### src/rtl/ex_wb_stage.sv
// Write-back stage: 2-entry in-order buffer draining EX results into the RF port and CPSR; `WB_FORWARD_EN adds a head/tail forward port.
// Latency: an entry accepted at edge N is on rf_* in cycle N+1 and commits at edge N+1 unless wb_stall.
// Backpressure: ex_ready drops only when both entries are held, decoded from registered state (no wb_stall path).
module ex_wb_stage #(
   parameter int DATA_W = 32,
   parameter int DEPTH  = 2
) (
   input  logic              clk,
   input  logic              rst_n,
   input  logic              ex_valid,
   output logic              ex_ready,
   input  logic [DATA_W:0]   ex_result,
   input  logic [2:0]        ex_dest_reg,
   input  logic              ex_reg_we,
   input  logic [3:0]        ex_flags,
   input  logic [3:0]        ex_flags_mask,
   input  logic              wb_stall,
   output logic              rf_we,
   output logic [2:0]        rf_waddr,
   output logic [DATA_W-1:0] rf_wdata,
   output logic [3:0]        cpsr,
   input  logic [3:0]        br_cond,
   output logic              br_taken,
   output logic              flags_pending,
   output logic              fwd_valid,
   output logic [2:0]        fwd_reg,
   output logic [DATA_W-1:0] fwd_data
);

   typedef struct packed {
      logic [DATA_W-1:0] data;
      logic [2:0]        dest;
      logic              reg_we;
      logic [3:0]        flags;
      logic [3:0]        mask;
   } entry_t;

   typedef enum logic [1:0] {EMPTY, ONE, FULL} state_t;

   localparam int unused_depth = DEPTH;

   state_t state;
   entry_t head;
   entry_t tail;
   entry_t in_ent;
   logic   head_vld;
   logic   push;
   logic   pop;
   logic   unused_carry;

   // The carry/overflow bit only feeds EX flag generation; it is never written back.
   assign unused_carry = ex_result[DATA_W];

   assign in_ent   = '{data: ex_result[DATA_W-1:0], dest: ex_dest_reg, reg_we: ex_reg_we,
                       flags: ex_flags, mask: ex_flags_mask};
   assign head_vld = (state != EMPTY);
   assign ex_ready = (state != FULL);
   assign push     = ex_valid & ex_ready;
   assign pop      = head_vld & ~wb_stall;

   always_ff @(posedge clk or negedge rst_n) begin
      if (!rst_n) begin
         state <= EMPTY;
         head  <= '0;
         tail  <= '0;
         cpsr  <= 4'b0000;
      end else begin
         case (state)
            EMPTY: begin
               if (push) begin
                  head  <= in_ent;
                  state <= ONE;
               end
            end
            ONE: begin
               if (push && pop) begin
                  head <= in_ent;
               end else if (push) begin
                  tail  <= in_ent;
                  state <= FULL;
               end else if (pop) begin
                  state <= EMPTY;
               end
            end
            FULL: begin
               if (pop) begin
                  head  <= tail;
                  state <= ONE;
               end
            end
            default: state <= EMPTY;
         endcase
         // Flags commit with the head entry so the CPSR is always precise.
         if (pop) begin
            cpsr <= (cpsr & ~head.mask) | (head.flags & head.mask);
         end
      end
   end

   assign rf_we         = pop & head.reg_we;
   assign rf_waddr      = head_vld ? head.dest : 3'd0;
   assign rf_wdata      = head_vld ? head.data : '0;
   assign flags_pending = (head_vld & (|head.mask)) | ((state == FULL) & (|tail.mask));

   always_comb begin
      logic n, c, z, v;
      n = cpsr[3];
      c = cpsr[2];
      z = cpsr[1];
      v = cpsr[0];
      br_taken = 1'b0;
      case (br_cond)
         4'b0000: br_taken = z;
         4'b0001: br_taken = ~z;
         4'b0010: br_taken = c;
         4'b0011: br_taken = ~c;
         4'b0100: br_taken = n;
         4'b0101: br_taken = ~n;
         4'b0110: br_taken = v;
         4'b0111: br_taken = ~v;
         4'b1000: br_taken = c & ~z;
         4'b1001: br_taken = ~(c & ~z);
         4'b1010: br_taken = (n == v);
         4'b1011: br_taken = (n != v);
         4'b1100: br_taken = ~z & (n == v);
         4'b1101: br_taken = ~(~z & (n == v));
         4'b1110: br_taken = 1'b1;
         default: br_taken = 1'b0;
      endcase
   end

`ifdef WB_FORWARD_EN
   logic tail_hit;
   // Youngest write to the head's register wins.
   assign tail_hit  = (state == FULL) & tail.reg_we & (tail.dest == head.dest);
   assign fwd_valid = head_vld & head.reg_we;
   assign fwd_reg   = fwd_valid ? head.dest : 3'd0;
   assign fwd_data  = !fwd_valid ? '0 : (tail_hit ? tail.data : head.data);
`else
   assign fwd_valid = 1'b0;
   assign fwd_reg   = 3'd0;
   assign fwd_data  = '0;
`endif

endmodule

### config.mk
export PLATFORM = sky130hd
export DESIGN_NAME = ex_wb_stage
export DESIGN_NICKNAME = d
export VERILOG_FILES = /design/src/rtl/ex_wb_stage.sv
export SDC_FILE = /design/constraint.sdc
export NUM_CORES = 1
export LEC_CHECK = 0
export CAP_MARGIN = 0
export CORE_ASPECT_RATIO = 1.5
export CORE_UTILIZATION = 43
export CTS_CLUSTER_SIZE = 12
export DETAILED_ROUTE_END_ITERATION = 7
export PLACE_DENSITY = 0.81
export SYNTH_ARGS = -nofsm -noshare
export SYNTH_HDL_FRONTEND = slang
export SYNTH_SLANG_ARGS = --single-unit
### constraint.sdc
create_clock -name clk -period 1.6 [get_ports clk]
set_input_delay 0.4 -clock clk [delete_from_list [all_inputs] [get_ports clk]]
set_output_delay 0.4 -clock clk [all_outputs]
set_load 0.005 [all_outputs]
==> flow_summary.toml <==
[route]
wirelength_um = 13600
drc_errors = 0
avgViaCountPerCell = 5.15
first_iter_violations = 243
detail_route.wl_per_cell_um = 19.0
drt-pass1-iter-count = 4
num_vias = 3701
ant_nets = 0

[finish]
nNetsFinal = 625
drive_gt1_frac = 0.471
syn_to_final_growth_pct = 56.2
antennaDiodeCount = 0
nFillCells = 689
layout_commonest_cell = "dfrtp_1"
final_cell_mix = "dfrtp_1 (90), mux2_2 (47), clkdlybuf4s50_1 (46), mux2i_1 (45), conb_1 (36)"
instances_no_fill = 718

[grt]
track_usage = 0.224
grt_pass1_wl_um = 18700
grt-ovfl-total = 0
grt_max_degree = 45
antenna_found_initial = 0
grt_pass1_vias = 3762

[yosys]
ys_seq_elements = 94
syn_inst = 411
synth_seq_area_share = 0.512
ys_types = 31
synth.avg_cell_area_um2 = 11.2
yosysWarningCount = 0
netlist_area_um2 = 4590

[sta]
setup_viol = 99
hold_slack_ps = 470
final.period_utilization = 1.29
layout_setup_ws_ps = -462
drv_slew = 0
hold_viol_final = 0
grt_setup_unrepaired = "yes"
max_freq_mhz = 485
fin_crit_ps = 2060
skew_ps = 3.89

[setup_path]
cp.arrival_ps = 1660
r2r-end = "tail[6]"
reg2reg_from = "state[1]"
r2r_slack_ps = -90
startpoint_type = "input pin"
ff2ff_path_depth = 7
criticalPathCategory = "input pin to output port"
crit_fanout = 5
critPathRequiredTime_ps = 1200
crit_start = "br_cond[0]"
end_kind = "output port"

[die]
dieArea_um2 = 11100
start_util = 0.448
core_um2 = 10200
die_w_um = 86.4
io-pin-count = 132
rows = 45
die_h_um = 129

[clock_network]
ctsLongestPathBuffers = 2
htree_levels = 3
clk_latency_ps = 340
numCtsBuffers = 9
cts_tree = "built"
cts_sinks = 94
clk_pin_slew_ps = 60
cts_root_buffer = "clkbuf_16"

[placed_design]
pre_cts_slack_ps = -1050
port_buffers = 94
placedCellCount = 650
detailed_place_hpwl_um = 6900
gp_congestion = 0.746

[pwr]
power_leakage_nw = 3.25
clock_power_share = 0.212
finalPower_mw = 9.87
ir_worst_vdd_uv = 917
seqPwrFrac = 0.385
p_switching_mw = 3.10
intPower_mw = 6.78
swShare = 0.313
combPwrFrac = 0.403
power_density_nw_per_um2 = 1380

[run_status]
status = "complete, but fails checks"
violations = "setup timing"

[hold_path]
min_path_cells = 2
hp-class = "flip-flop to flip-flop"
min-delay-start = "head[8]"
min_to = "head[8]"

[run]
maxCapViolCount = 0
-- state kept, by name (all words and copies together), names as in the netlist, named ones only --
name	flops
head	44
state	2
tail	44
-- cells in the mapped netlist (all sizes together) --
library cell / n / share of area
dfrtp: 94 / 0.51
buf: 50 / 0.078
nand2: 49 / 0.040
mux2: 48 / 0.12
mux2i: 45 / 0.098
o21ai: 45 / 0.049
nor2b: 38 / 0.052
clkbuf: 9 / 0.0076
nor2: 6 / 0.0049
a21oi: 4 / 0.0044
inv: 3 / 0.0025
nor4: 3 / 0.0041
o22ai: 2 / 0.0027
xnor2: 2 / 0.0038
a211oi: 1 / 0.0016
a22oi: 1 / 0.0027
a32oi: 1 / 0.0019
a41oi: 1 / 0.0019
and2: 1 / 0.0014
conb: 1 / 0.00082
nand2b: 1 / 0.0014
nand3: 1 / 0.0022
nor3: 1 / 0.0011
nor3b: 1 / 0.0016
nor4b: 1 / 0.0019
o21a: 1 / 0.0016
xor2: 1 / 0.0019
-- routing by layer --
layer	part of all wire	wire, um	track usage	up-vias
met5	0	0	0	-
met4	0.033	456	0.117	0
met3	0.035	480	0.0353	30
met2	0.55	7550	0.417	130
met1	0.38	5140	0.240	1879
li1	-	-	-	1662
-- how the worst max path moves through the flow --
stage,to,slack (ps),cells past startpoint
6_report,br_taken,-460,6
5_1_grt,br_taken,-470,5
4_1_cts,br_taken,-380,5
3_5_place_dp,br_taken,-1050,6
3_3_place_gp,br_taken,-940,6
2_1_floorplan,br_taken,50,5
-- what timing repair did --
item	in CTS	in global routing
endpoints found under the setup margin	86	133
buffers inserted	37	14
gates resized for setup	220	172
gates cloned	8	7
pin swaps	8	43
endpoints found under the hold margin	25	0
hold buffers	1	0
-- power by group through the flow --
stage	combinational, mW	clock [mW]	sequential (mW)
after floorplan	1.45	0	3.56
after global placement	2.55	0	3.62
final	3.98	2.09	3.80
after detailed placement	2.65	0	3.68
after global routing	4.23	2.21	3.88
after CTS	3.35	2.09	3.66
-- worst max-delay path, cell delays in order --
cell           delay, ps
dlygate4sd2_1        310
nand2b_1             220
nor4_2               270
a41oi_1               80
a32oi_1              220
buf_2                150
-- metrics by stage --
step	setup TNS [ps]	utilization	cell area, um^2
2_1_floorplan	0	-	4730
3_3_place_gp	-31010	0.560	5740
3_5_place_dp	-34600	0.560	5740
4_1_cts	-10370	0.647	6630
5_1_grt	-17080	0.700	7170
6_report	-12380	0.700	7170
-- cell type report --
| class | instances | area (um^2) | share of cell area |
|---|---|---|---|
| Tap cell | 141 | 176 | 0.0246 |
| Clock buffer | 12 | 236 | 0.0330 |
| Timing Repair Buffer | 174 | 1920 | 0.268 |
| Multi-Input combinational cell | 290 | 2420 | 0.337 |
| Clock inverter | 4 | 47.5 | 0.00663 |
| Sequential cell | 94 | 2360 | 0.329 |
| Inverter | 3 | 11.3 | 0.00157 |
-- cells by family after synthesis --
logic type | share of synthesized area
and+or+nand+nor | 0.111
DFF | 0.512
muxes | 0.216
buffers and inverters | 0.0886
AOI/OAI and AO/OA | 0.0659
xor gates and xnor gates | 0.00572
other | 0.000817
Power figures use the tool's default switching activity.
